--- src/rtl/writeback_arbiter.sv ---
// Merges completed results from several execute pipes onto one register-file write port.
// Define WRITEBACK_ARBITER_ROUND_ROBIN_EN for round-robin arbitration; default is fixed lowest-index priority.

module writeback_arbiter_lane #(
  parameter int unsigned AW = 5
) (
  input  logic          rst,
  input  logic          val,
  input  logic          wen,
  input  logic [AW-1:0] waddr,
  output logic          req,
  output logic          wr
);
  assign req = val & rst;
  // x0 is hardwired: the result still completes but never writes
  assign wr  = wen & (waddr != '0);
endmodule

module writeback_arbiter #(
  parameter int unsigned p_entry_bits = 32,
  parameter int unsigned p_num_regs   = 32,
  parameter int unsigned p_num_pipes  = 2,
  localparam int unsigned AW = $clog2(p_num_regs),
  localparam int unsigned PW = $clog2(p_num_pipes)
) (
  input  logic                                    clk,
  input  logic                                    rst,
  input  logic [p_num_pipes-1:0]                  pipe_val,
  output logic [p_num_pipes-1:0]                  pipe_rdy,
  input  logic [p_num_pipes-1:0][AW-1:0]          pipe_waddr,
  input  logic [p_num_pipes-1:0][p_entry_bits-1:0] pipe_wdata,
  input  logic [p_num_pipes-1:0]                  pipe_wen,
  output logic [AW-1:0]                           waddr,
  output logic [p_entry_bits-1:0]                 wdata,
  output logic                                    wen
);
  typedef struct packed {
    logic                    wen;
    logic [AW-1:0]           waddr;
    logic [p_entry_bits-1:0] wdata;
  } wb_t;

  logic [p_num_pipes-1:0] req, wr, gnt;
  logic [PW-1:0]          gidx;
  logic                   found;
  wb_t                    wb_q;

  for (genvar i = 0; i < p_num_pipes; i++) begin : g_lane
    writeback_arbiter_lane #(.AW(AW)) u_lane (
      .rst   (rst),
      .val   (pipe_val[i]),
      .wen   (pipe_wen[i]),
      .waddr (pipe_waddr[i]),
      .req   (req[i]),
      .wr    (wr[i])
    );
  end

`ifdef WRITEBACK_ARBITER_ROUND_ROBIN_EN
  logic [PW-1:0] ptr;

  always_comb begin : scan
    int idx;
    gnt   = '0;
    gidx  = '0;
    found = 1'b0;
    for (int k = 0; k < int'(p_num_pipes); k++) begin
      idx = (int'(ptr) + k) % int'(p_num_pipes);
      if (!found && req[idx]) begin
        gnt[idx] = 1'b1;
        gidx     = PW'(idx);
        found    = 1'b1;
      end
    end
  end

  always_ff @(posedge clk or negedge rst) begin
    if (!rst)       ptr <= '0;
    else if (found) ptr <= (gidx == PW'(p_num_pipes - 1)) ? '0 : gidx + PW'(1);
  end
`else
  always_comb begin
    gnt   = '0;
    gidx  = '0;
    found = 1'b0;
    for (int i = 0; i < int'(p_num_pipes); i++) begin
      if (!found && req[i]) begin
        gnt[i] = 1'b1;
        gidx   = PW'(i);
        found  = 1'b1;
      end
    end
  end
`endif

  assign pipe_rdy = gnt;

  // Address/data only move on a transfer so idle cycles leave the last write visible
  always_ff @(posedge clk or negedge rst) begin
    if (!rst) begin
      wb_q <= '0;
    end else if (found) begin
      wb_q.wen   <= wr[gidx];
      wb_q.waddr <= pipe_waddr[gidx];
      wb_q.wdata <= pipe_wdata[gidx];
    end else begin
      wb_q.wen <= 1'b0;
    end
  end

  assign wen   = wb_q.wen;
  assign waddr = wb_q.waddr;
  assign wdata = wb_q.wdata;
endmodule
--- config.mk ---
export PLATFORM = sky130hd
export DESIGN_NAME = writeback_arbiter
export DESIGN_NICKNAME = d
export VERILOG_FILES = /design/src/rtl/writeback_arbiter.sv
export SDC_FILE = /design/constraint.sdc
export NUM_CORES = 1
export LEC_CHECK = 0
export CAP_MARGIN = 20
export CORE_ASPECT_RATIO = 1.75
export CORE_UTILIZATION = 39
export CTS_CLUSTER_SIZE = 24
export DETAILED_ROUTE_END_ITERATION = 10
export DONT_BUFFER_PORTS = 1
export GPL_TIMING_DRIVEN = 0
export PLACE_DENSITY = 0.52
export SLEW_MARGIN = 20
export SYNTH_ARGS = -nofsm -noshare
export SYNTH_HDL_FRONTEND = slang
export SYNTH_SLANG_ARGS = --single-unit
--- constraint.sdc ---
create_clock -name clk -period 3.42 [get_ports clk]
set_clock_uncertainty 0.2 [all_clocks]
set_input_delay 0.855 -clock clk [delete_from_list [all_inputs] [get_ports clk]]
set_output_delay 0.855 -clock clk [all_outputs]
set_load 0.01 [all_outputs]
---- Word-level counts from Yosys, hierarchy flattened ----
Index checks and enable logic that the tools add are counted.
cells by class
  reductions and logical operators ........ 4
  $lt $le $gt $ge ......................... 1
  bitwise logic cells ..................... 4
  add/subtract/negate cells ............... 0
  multiply operators ...................... 0
  equal/unequal tests ..................... 0
  div/mod/pow operators ................... 0
  shift-type cells ........................ 0
  muxes and demuxes ....................... 10
operators by type and width
  cell                  number
  $mux W32              2
  $mux W5               2
  $reduce_bool A5 Y1    2
  $mux W1               6
  $and A1 B1 Y1         4
  $lt A1 B2 Y1 const B  1
  $logic_and A1 B1 Y1   1
  $logic_not A1 Y1      1
word-level totals
  ROM bits ................................ 0
  memory bits (writable) .................. 0
  memories kept ........................... 0
  latch bits .............................. 0
  flip-flop bits (word level) ............. 38
  logic and storage cells ................. 22

---- Logic depth before layout (Yosys ltp) ----
Gate-level depths: netlist of the first run.
  depth in word-level cells ............... 8
  mapped depth ............................ 6
  gate-level depth less buffers ........... 3

---- By module ----
A second synthesis of the first run with hierarchy kept.
unflattened totals
  cells, all modules ...................... 171
  area, all modules ....................... 1815.5 um^2
modules (own cells, without submodules)
  module                  area each (um^2)  cells each  instances  seq. area each (um^2)
  writeback_arbiter       1773.0            165         1          950.9
  writeback_arbiter_lane  21.3              3           2          0.0

---- Worst setup path before layout of the first run ----
OpenSTA, ideal clock, no wires.
  kind .................................... input to output
  start point ............................. input rst
  end point ............................... output pipe_rdy[1]
  required time ........................... 2.365 ns
  data arrival time ....................... 1.597 ns
  path slack .............................. 0.768 ns
  cell stages on the path ................. 4
  cell sequence ........................... clkbuf_1 > clkbuf_1 > and2_1 > buf_4
between the ends
  longest elaborated chain between the ends .. 5
  elaborated cells on any way between the ends .. 6
  classes of those cells .................. mux (2); bitwise (2); reduce/logical (2)
RTL lines
  item                     RTL line  RTL
  start, declared          27        input logic rst,
  $and A1 B1 Y1            14        assign req = val & rst;
  $mux W1                  87        if (!found && req[i]) begin
  $logic_not A1 Y1         87
  $logic_and A1 B1 Y1 (*)  87
  $mux W1 (*)              -
  end, declared            29        output logic [p_num_pipes-1:0] pipe_rdy,
Every way passes the cells marked *; elsewhere a longest branch is shown, timed or not.

---- Worst setup path after layout of the first run ----
Same ends and word-level chain as after synthesis.

==> impl_metrics.yaml, run 1 <==
floorplanning:
  coreArea_um2: 4440
  num_rows: 32
  pin_count: 120
  initial_utilization: 0.408
  die-width_um: 53.5
  die_area_um2: 4940
  die_h_um: 92.2
timing:
  hold_slack_ns: 0.0557
  rsz0062_at_grt: "false"
  hold_violations: 0
  tightest_slew_ns: 0.487
  slew_violations: 0
  worst_slack_ns: 0.571
  maxSlewHeadroom: 0.675
  fin_tns_setup_ns: 0
  post-route-period-util: 0.833
  min_period_ns: 2.85
  fmax_mhz: 351
  final-setup-viol-count: 0
worst_setup_path:
  cpLargestDelayFamily: "buffers and inverters"
  slowest_delay_ns: 0.39
  critPathKind: "input port to output port"
  required_ns: 2.36
  crit_buf_inv: 3
  start_kind: "input port"
  path_max_fanout: 39
  crit_path_end_kind: "output port"
  worst-endpoint-arrival_ns: 1.79
  crit_top_cell: "clkbuf_1"
  cpMaxStageDelayCell: "clkbuf_1"
  crit_chain: "clkbuf_1 > clkbuf_1 > and2_1 > buf_4"
routing:
  first_pass_iters: 4
  vias_per_cell: 6.63
  wl_per_cell_um: 22.6
  ant_nets: 0
  vias: 1326
  drcViolationCount: 0
  finalWirelength_um: 4510
  dr.first_iter.drc_count: 12
pwr:
  pwr_density_cell_nw_per_um2: 510
  ir_drop_uv: 272
  p_leak_nw: 0.897
  power_mw: 0.997
global_routing:
  grt_util_all_layers: 0.191
  grt_max_degree: 40
  grt_pass1_vias: 1380
  antenna_found_initial: 0
  overflow: 0
  grt_pass1_wl_um: 6840
synthesis:
  yosysWarningCount: 0
  synth_area_um2: 1810
  yosysSeqAreaShare: 0.524
  yosysUniqueCellTypes: 14
  mappedNetlistNets: 222
  postSynthAreaPerCell_um2: 12.8
  syn_inst: 142
  ys_seq_elements: 38
final_layout:
  stdcell_count: 200
  antenna_cells: 0
  final_layout_size_suffix_gt1_frac: 0.148
  area_delta_synth_final_pct: 7.87
  final_nets: 229
cts:
  htree_num_levels: 2
  cts_buffer_depth: 2
  clk_latency_ns: 0.28
  tritoncts: "done"
  cts_setup_buffers: 0
  cts_buffers: 5
  cts-root-buf: "clkbuf_8"
  cts.sinks: 38
  cts-resized-gates: 0
  cts.clk_slew.worst_paths_ns: 0.07
  cts_hold_buf: 0
placed_design:
  dp_slack_ns: 0.584
  gp_congestion: 0.697
  dpl.cell_count: 193
  port_buffers: 0
  hpwl_um: 3310
run_status:
  outcome: "complete, no violations"
worst_hold_path:
  hold_class: "input port to asynchronous set/reset pin"
flow_run:
  maxCapViolations: 0
[metal layers]
layer	vias up	routed length (um)	track usage
met2	77	2320	0.319
met5	-	0	0
met3	9	375	0.0647
met1	660	1710	0.212
met4	0	105	0.0811
li1	580	-	-
[where the power goes]
| group | internal [mW] | switching (mW) | total, mW |
|---|---|---|---|
| clock network | 0.137 | 0.149 | 0.286 |
| logic | 0.0797 | 0.0597 | 0.139 |
| registers | 0.505 | 0.0676 | 0.572 |
[cells in the final DEF, fill, tap and decap left out]
cell       synthesis  layout
nor2b_4            1       1
nand3b_1           1       1
or4_1              2       2
dfrtp_1           38      38
clkinv_2           0       2
o2111ai_1          1       1
clkbuf_1           6       6
nand2_1            3       3
o21ai_4            1       1
buf_6              6       6
buf_4              2       2
clkbuf_8           0       5
a22o_1            73      73
o211ai_1           1       1
buf_2              5       5
and2_1             2       2
[path summary, 6_finish.rpt]
check	depth (start not counted)	startpoint	end	slack (ns)
setup / recovery	4	rst	pipe_rdy[1]	0.57
hold reg to reg	1	wdata[9]	wdata[9]	0.38
setup reg to reg	1	wdata[15]	wdata[15]	2.43
min in group clk	1	wdata[9]	wdata[9]	0.38
hold / removal	0	rst	wdata[14]	0.06
max in group asynchronous	0	rst	wdata[18]	2.87
[registers in the layout, summed over array words and instances (netlist names)]
name and cells:
wen 1, wdata 32, waddr 5
[cell families (layout without fill, tap and decap cells)]
group                  count (synthesis)  in the layout  share of synthesized area
AO/OA/AOI/OAI                         76             76                      0.371
flip-flops                            38             38                      0.524
buffers and inverters                 19             26                     0.0718
AND/OR/NAND/NOR                        9              9                     0.0331
[synthesized netlist by cell type]
master	n	area, um^2
nor2b_4	1	13.8
dfrtp_1	38	951
nand3b_1	1	7.51
buf_6	6	67.6
or4_1	2	15.0
and2_1	2	12.5
o21ai_4	1	16.3
clkbuf_1	6	22.5
buf_2	5	25.0
o211ai_1	1	7.51
o2111ai_1	1	8.76
buf_4	2	15.0
a22o_1	73	639
nand2_1	3	11.3
[stage by stage]
| stage | util | area, um^2 |
|---|---|---|
| 2_1_floorplan | - | 1810 |
| 3_3_place_gp | 0.422 | 1880 |
| 3_5_place_dp | 0.422 | 1880 |
| 4_1_cts | 0.440 | 1960 |
| 5_1_grt | 0.440 | 1960 |
| 6_report | 0.440 | 1960 |
[layout make-up]
class / instances / area, um^2
clock buffer: 5 / 68.8
multi-input combinational: 85 / 732
tap: 51 / 63.8
buffer: 19 / 130
clock inverter: 2 / 10.0
fill: 434 / 2490
sequential: 38 / 951
(Power assumes the default switching activity.)
==> run 2: changes to the inputs <==
==> constraint.sdc (replaced) <==
create_clock -name clk -period 2.7 [get_ports clk]
set_clock_uncertainty 0.2 [all_clocks]
set_input_delay 0.675 -clock clk [delete_from_list [all_inputs] [get_ports clk]]
set_output_delay 0.675 -clock clk [all_outputs]
set_load 0.01 [all_outputs]
==> impl_metrics.yaml, run 2 (synthesis results as in run 1) <==
pwr:
  p_sw_mw: 0.361
  p_leak_nw: 0.906
  power_frac_comb: 0.149
  switching_share: 0.282
  ir_drop_uv: 344
  p_seq_frac: 0.568
  p_clk_frac: 0.283
  pwr_density_cell_nw_per_um2: 646
  internal-power_mw: 0.916
routing:
  ant_nets: 0
  first_pass_iters: 4
  dr.max_layer_used: "met4"
  met3_length_um: 380
  vias_per_cell: 6.58
  dr.first_iter.drc_count: 11
  drcViolationCount: 0
  vias: 1322
  wl_met2_um: 2370
  met1_length_um: 1730
  wl_per_cell_um: 22.8
  finalWirelength_um: 4590
worst_setup_path:
  worst-endpoint-arrival_ns: 1.59
  r2r_start: "wdata[15]"
  path_max_fanout: 10
  slowest_delay_ns: 0.39
  r2r.worst_path.cells: 1
  timing.reg2reg.setup_slack_ns: 1.71
  crit_top_cell: "clkbuf_1"
  cpLargestDelayFamily: "buffers and inverters"
  cpMaxStageDelayCell: "clkbuf_1"
  start_kind: "input port"
  crit_path_end_kind: "output port"
  required_ns: 1.82
  crit_chain: "clkbuf_1 > clkbuf_1 > and2_1 > buf_4"
  rr_endpoint: "wdata[15]"
  crit_buf_inv: 3
  critPathKind: "input port to output port"
floorplanning:
  coreArea_um2: 4440
  pin_count: 120
  initial_utilization: 0.408
  die_area_um2: 4940
  die-width_um: 53.5
  die_h_um: 92.2
  num_rows: 32
final_layout:
  largest_register_ff_count: 32
  antenna_cells: 0
  final_cell_area_um2: 1980
  final_layout_size_suffix_gt1_frac: 0.153
  top_register: "wdata"
  area_delta_synth_final_pct: 8.97
  final_nets: 230
  fillers: 432
  reg.largest.list: "wdata: 32 flops, waddr: 5 flops, wen: 1 flops"
  layout_commonest_cell: "a22o_1"
  most-common-layout-cells: "73 x a22o_1, 38 x dfrtp_1, 6 x clkbuf_1, 6 x buf_6"
cts:
  tritoncts: "done"
  cts_buffer_depth: 2
  htree_num_levels: 2
  cts_buffers: 5
  cts.clk_slew.worst_paths_ns: 0.07
  cts_setup_buffers: 0
  cts-root-buf: "clkbuf_8"
  cts.sinks: 38
  clk_latency_ns: 0.28
run_status:
  outcome: "complete, no violations"
timing:
  hold_violations: 0
  worst_slack_ns: 0.234
  tightest_slew_ns: 0.472
  fmax_mhz: 405
  fin_tns_setup_ns: 0
  rsz0062_at_grt: "false"
  post-route-period-util: 0.913
  maxSlewHeadroom: 0.686
  min_period_ns: 2.47
  slew_violations: 0
  final-setup-viol-count: 0
global_routing:
  grt_max_degree: 39
  grt_pass1_vias: 1380
  overflow: 0
  grt_util_all_layers: 0.194
  grt_pass1_wl_um: 6890
  antenna_found_initial: 0
placed_design:
  gp_congestion: 0.697
  hpwl_um: 3310
  dp_slack_ns: 0.224
  port_buffers: 0
  place_area_um2: 1880
flow_run:
  maxCapViolations: 0
worst_hold_path:
  hold_class: "input port to asynchronous set/reset pin"
==> run 2: cell types whose count changed in the layout (fill, tap and decap cells not counted) <==
cell	delta
buf_12	+1
==> run 2: metrics by stage <==
step	power [mW]	hold slack, ns	cells	util
floorplan	0.868	0.179	142	-
global placement	0.906	0.180	193	0.422
detailed placement	0.914	0.180	193	0.422
CTS	1.29	0.0231	201	0.445
global route	1.35	0.0170	201	0.445
finish	1.28	0.00897	201	0.445
==> run 2: per-layer routing <==
layer  vias up  global-route usage
met2        75               0.322
met1       656               0.217
met3         9              0.0647
li1        582                   -
met4         0              0.0811
met5         -                   0
==> run 2: worst max-delay path by stage <==
stage,start,endpoint,slack [ns],depth (start not counted)
5_1_grt,rst,pipe_rdy[1],0.12,4
3_3_place_gp,rst,pipe_rdy[1],0.24,4
6_report,rst,pipe_rdy[1],0.23,4
2_1_floorplan,rst,pipe_rdy[1],0.41,4
4_1_cts,rst,pipe_rdy[1],0.22,4
3_5_place_dp,rst,pipe_rdy[1],0.22,4
==> run 2: power by group through the flow <==
stage                     registers [mW]  clock network [mW]  logic, mW
after floorplan                    0.719                   0      0.149
after global placement             0.734                   0      0.172
after detailed placement           0.735                   0      0.178
after CTS                          0.725               0.375      0.194
after global routing               0.733               0.403      0.212
final                              0.725               0.361      0.190
==> run 2: timing repair <==
| item | in CTS | in global routing |
|---|---|---|
| hold endpoints to repair | 38 | 0 |
| hold buffers | 1 | 0 |
| gates resized for setup | 0 | 0 |
==> run 2: layout make-up <==
cell class,instances,area (um^2),area share
Clock buffer,5,68.8,0.0348
Clock inverter,2,10.0,0.00507
Tap cell,51,63.8,0.0323
Multi-Input combinational cell,85,732,0.370
Sequential cell,38,951,0.481
Timing Repair Buffer,1,20.0,0.0101
Buffer,19,130,0.0659
